$ cat config.mk
export PLATFORM = sky130hd
export DESIGN_NAME = regfile_write_arbiter
export DESIGN_NICKNAME = d
export VERILOG_FILES = /design/src/rtl/regfile_write_arbiter.sv
export SDC_FILE = /design/constraint.sdc
export NUM_CORES = 1
export LEC_CHECK = 0
export CAP_MARGIN = 25
export CORE_MARGIN = 1.5
export CORE_UTILIZATION = 30
export DETAILED_ROUTE_END_ITERATION = 8
export GPL_TIMING_DRIVEN = 0
export PLACE_DENSITY_LB_ADDON = 0.25
export SYNTH_ARGS = -nofsm -noshare
export SYNTH_HDL_FRONTEND = slang
export SYNTH_SLANG_ARGS = --single-unit
$ cat constraint.sdc
create_clock -name clk -period 3.7 [get_ports clk]
set_input_delay 0.37 -clock clk [delete_from_list [all_inputs] [get_ports clk]]
set_output_delay 0.37 -clock clk [all_outputs]
set_load 0.01 [all_outputs]
$ cat src/rtl/regfile_write_arbiter.sv
// Register-file write-port arbiter: core writeback always wins, loader and debug share the rest round-robin.
// Optional starvation guard (core stall + protocol error flag) enabled by REGFILE_ARB_STARVE_GUARD_EN.
module regfile_write_arbiter #(
  parameter int unsigned STARVE_LIMIT = 8
) (
  input  logic        clk,
  input  logic        rst,
  input  logic        core_we,
  input  logic [4:0]  core_a,
  input  logic [31:0] core_wd,
  input  logic        ld_valid,
  output logic        ld_ready,
  input  logic [4:0]  ld_a,
  input  logic [31:0] ld_wd,
  input  logic        dbg_valid,
  output logic        dbg_ready,
  input  logic [4:0]  dbg_a,
  input  logic [31:0] dbg_wd,
  output logic        core_stall,
  output logic        proto_err,
  output logic        we3,
  output logic [4:0]  a3,
  output logic [31:0] wd3
);

  localparam int unsigned AW = 5;
  localparam int unsigned DW = 32;

  logic          rr;
  logic          sec_ok_c;
  logic          ld_xfer_c;
  logic          dbg_xfer_c;
  logic          sec_xfer_c;
  logic          win_c;
  logic [AW-1:0] win_a_c;
  logic [DW-1:0] win_wd_c;
  logic          commit_c;

  // Secondary grant: blocked by reset or a core write; contention resolved by rr.
  always_comb begin
    sec_ok_c  = !rst && !core_we;
    ld_ready  = sec_ok_c && ld_valid && (!dbg_valid || !rr);
    dbg_ready = sec_ok_c && dbg_valid && (!ld_valid || rr);
    ld_xfer_c  = ld_valid && ld_ready;
    dbg_xfer_c = dbg_valid && dbg_ready;
    sec_xfer_c = ld_xfer_c || dbg_xfer_c;
  end

  // Winning write selection.
  always_comb begin
    win_c    = 1'b0;
    win_a_c  = '0;
    win_wd_c = '0;
    if (core_we && !rst) begin
      win_c    = 1'b1;
      win_a_c  = core_a;
      win_wd_c = core_wd;
    end else if (ld_xfer_c) begin
      win_c    = 1'b1;
      win_a_c  = ld_a;
      win_wd_c = ld_wd;
    end else if (dbg_xfer_c) begin
      win_c    = 1'b1;
      win_a_c  = dbg_a;
      win_wd_c = dbg_wd;
    end
    // x0 is hardwired: handshake completes but nothing is written.
    commit_c = win_c && (win_a_c != AW'(0));
  end

  // Write port register and round-robin pointer.
  always_ff @(posedge clk) begin
    if (rst) begin
      we3 <= 1'b0;
      a3  <= '0;
      wd3 <= '0;
      rr  <= 1'b0;
    end else begin
      we3 <= commit_c;
      if (commit_c) begin
        a3  <= win_a_c;
        wd3 <= win_wd_c;
      end
      if (ld_xfer_c) begin
        rr <= 1'b1;
      end else if (dbg_xfer_c) begin
        rr <= 1'b0;
      end
    end
  end

`ifdef REGFILE_ARB_STARVE_GUARD_EN
  localparam int unsigned CW = 4;
  localparam logic [CW-1:0] LIMIT = CW'(STARVE_LIMIT);

  logic [CW-1:0] cnt;
  logic [CW-1:0] cnt_nxt_c;

  // Waiting-cycle counter for pending secondary requests, saturating at LIMIT.
  always_comb begin
    cnt_nxt_c = cnt;
    if (sec_xfer_c || !(ld_valid || dbg_valid)) begin
      cnt_nxt_c = '0;
    end else if (cnt != LIMIT) begin
      cnt_nxt_c = cnt + CW'(1);
    end
  end

  always_ff @(posedge clk) begin
    if (rst) begin
      cnt        <= '0;
      core_stall <= 1'b0;
      proto_err  <= 1'b0;
    end else begin
      cnt <= cnt_nxt_c;
      if (sec_xfer_c) begin
        core_stall <= 1'b0;
      end else if (cnt_nxt_c == LIMIT) begin
        core_stall <= 1'b1;
      end
      if (core_stall && core_we) begin
        proto_err <= 1'b1;
      end
    end
  end
`else
  assign core_stall = 1'b0;
  assign proto_err  = 1'b0;
`endif

endmodule

==> impl_metrics.env <==
export IMPL_outcome="complete, but fails checks"
export IMPL_failed_checks="design-rule violations"
export IMPL_start_util_pct=31.5
export IMPL_synthMuxAreaShare_pct=0
export IMPL_fmax_mhz=320
export IMPL_p_comb_share_pct=34.4
export IMPL_dp_hpwl_um=5480
export IMPL_worstHoldPathType="flop to flop"
export IMPL_core_rowCount=29
export IMPL_final_nets=482
export IMPL_synthAdderAreaFrac_pct=0
export IMPL_grt_setup_unrepaired="false"
export IMPL_synth_avg_cell_area_um2=9.95
export IMPL_period_share_pct=84.5
export IMPL_io_pins=158
export IMPL_synth_top_family_by_area="compound AO/OA/AOI/OAI gates"
export IMPL_clock_skew_ns=0.00602
export IMPL_grt_overflow_total=0
export IMPL_grt_antenna_before_repair=0
export IMPL_layout_drive_gt1_share_pct=11.7
export IMPL_synth_cell_types=32
export IMPL_synth_cells=203
export IMPL_cts_resized=0
export IMPL_tritoncts="built"
export IMPL_wl_um=7150
export IMPL_critPathMaxFanout=10
export IMPL_cts_root_buf="clkbuf_8"
export IMPL_fin_crit_ns=3.13
export IMPL_netlist_area_mm2=0.00202
export IMPL_yosysTopAreaCell="dfxtp_1"
export IMPL_vias=2388
export IMPL_diodes=0
export IMPL_worstPathCellList="clkdlybuf4s50_1, nor2_1, and3_1, clkbuf_1, clkbuf_1, clkdlybuf4s50_1"
export IMPL_final_max_slew_viol_count=0
export IMPL_peakVddDrop_v=0.000184
export IMPL_cp_slowest_stage_delay_ns=0.63
export IMPL_wire_per_inst_um=16.1
export IMPL_grt_max_degree=13
export IMPL_drc=8
export IMPL_post_route_cell_area_mm2=0.00379
export IMPL_synth_top_area_share_pct=38.6
export IMPL_antenna_left=0
export IMPL_cp_top_family="buffers and inverters"
export IMPL_tns_ns=0
export IMPL_required_ns=3.33
export IMPL_die_w_um=85.1
export IMPL_reg2reg_from="rr"
export IMPL_dr_pass1_iters=8
export IMPL_power_leakage_uw=0.00130
export IMPL_setup_violations_final=0
export IMPL_cts_clk_slew_worst_paths_ns=0.08
export IMPL_power_share_sequential_pct=37.6
export IMPL_fillers=591
export IMPL_synth_simple_area_share_pct=13.3
export IMPL_htreeDepth=2
export IMPL_avgViaCountPerCell=5.38
export IMPL_grt_pass1_vias=2389
export IMPL_synth_seq_cells=39
export IMPL_coreArea_mm2=0.00642
export IMPL_die_area_mm2=0.00724
export IMPL_cp_startpoint="rst"
export IMPL_relSlewSlack_pct=51.1
export IMPL_cts_buffer_depth=2
export IMPL_ys_warn_count=0
export IMPL_portBuffers=155
export IMPL_p_sw_uw=351
export IMPL_synth_common_cells="dfxtp_1, a222oi_1, nor3_1, a211oi_2, clkbuf_1"
export IMPL_clkLatencyLatePin_ns=0.28
export IMPL_track_usage_pct=19.8
export IMPL_cp_start_kind="input pin"
export IMPL_cts_sinks=39
export IMPL_dieHeight_um=85.1
export IMPL_hp_start="a3[4]"
export IMPL_synthFlopType="dfxtp_1"
export IMPL_cts_buffers=5
export IMPL_power_density_mw_per_mm2=342
export IMPL_synth_area_leaders="dfxtp_1, a222oi_1, a211oi_2"
export IMPL_gp_congestion=0.785
export IMPL_syn_to_final_growth_pct=87.6
export IMPL_hold_buffers=0
export IMPL_arrival_ns=2.76
export IMPL_grt_pass1_wl_um=11400
export IMPL_place_area_mm2=0.00367
export IMPL_worst_setup_path_type="input pin to primary output"
export IMPL_drv_cap=0
export IMPL_p_sw_share_pct=27.0
export IMPL_power_internal_uw=946
export IMPL_cts_setup_buffers=0
export IMPL_hold_viol_final=0
export IMPL_ys_seq_area_share_pct=38.6
export IMPL_crit_slowest_cell="clkdlybuf4s50_1"
export IMPL_postSynth_asyncResetShare_pct=0
export IMPL_path_buf_inv=4
export IMPL_drtIter0Drc=164
export IMPL_critical_path_endpoint_type="primary output"
export IMPL_synth_compound_area_share_pct=40.5
export IMPL_synth_xor_area_share_pct=0
export IMPL_synth_edff_count=0
export IMPL_worst_pin_slew_ns=0.733
export IMPL_post_synth_top_count_cell="dfxtp_1"
export IMPL_clockPowerShare_pct=28.0
==> state kept, by name, summed over array words and instances, names as in the netlist <==
name	count
a3	5
rr	1
wd3	32
we3	1
==> layout make-up <==
type	count	area [um^2]	area share, %
Timing Repair Buffer	155	1550	40.9
Multi-Input combinational cell	134	1090	28.9
Sequential cell	39	781	20.6
Buffer	28	138	3.63
Tap cell	77	96.3	2.54
Clock buffer	6	82.6	2.18
Clock inverter	2	35.0	0.924
Inverter	3	11.3	0.297
==> worst paths after layout <==
path,slack (ns),end,depth (start not counted)
worst max-delay path,0.57,dbg_ready,6
worst min-delay path,0.47,a3[4],2
worst max register to register,1.11,wd3[19],9
worst min register to register,0.47,a3[4],2
==> logic make-up (layout without fill, tap and decap cells) <==
group                  Yosys count  count (layout)
buffers and inverters           31             194
AND/OR/NAND/NOR                 52              52
AO/OA/AOI/OAI                   80              80
flip-flops                      39              39
other                            1               2
==> per-stage QoR <==
step	setup WS (ns)	total power (uW)	hold slack (ns)	cells	utilization [%]
3_5_place_dp	0.537	946	0.463	436	57.2
4_1_cts	0.570	1310	0.475	444	59.0
2_1_floorplan	1.43	690	0.461	204	-
5_1_grt	0.395	1370	0.501	444	59.0
3_3_place_gp	0.545	942	0.456	436	57.2
6_report	0.575	1300	0.471	444	59.0
==> power groups by stage <==
stage	Clock, uW	Sequential, uW	Combinational [uW]
after floorplan	0	518	172
after global placement	0	495	447
after detailed placement	0	498	448
after CTS	375	488	450
after global routing	398	493	481
final	363	488	446
==> cells in the final DEF (no fill, tap or decap) <==
master / instances
clkdlybuf4s50_1: 155
dfxtp_1: 39
a222oi_1: 33
nor3_1: 32
a211oi_2: 26
clkbuf_1: 21
a211oi_1: 6
clkbuf_8: 6
nor2_1: 5
nand2b_1: 5
inv_1: 3
a21oi_1: 3
buf_6: 3
and3_1: 2
buf_2: 2
and2_1: 2
a221o_1: 2
o21bai_1: 2
buf_4: 2
conb_1: 2
nand2_1: 1
nor2b_1: 1
a31oi_1: 1
a2bb2oi_1: 1
or3_1: 1
nand3_1: 1
or2_2: 1
a22o_1: 1
a2111o_1: 1
or2_1: 1
o32ai_1: 1
o21ai_1: 1
o21ba_2: 1
a311oi_1: 1
bufinv_16: 1
clkinv_2: 1
==> worst reg2reg max path: cells and delay by family, from the launching register on <==
family,cells,cell delay [ns]
AO/OA/AOI/OAI,3,0.93
buffers and inverters,3,0.64
flip-flops,1,0.34
AND/OR/NAND/NOR,3,0.59
==> metal layers <==
| metal | up-vias | part of all wire, % | GRT usage [%] |
|---|---|---|---|
| met4 | 0 | 1.8 | 7.45 |
| met1 | 1124 | 40 | 22.7 |
| met3 | 9 | 9.2 | 6.13 |
| li1 | 1165 | - | - |
| met5 | - | 0 | 0 |
| met2 | 90 | 49 | 34.6 |
Note: power is estimated with default switching activity, not from simulation.
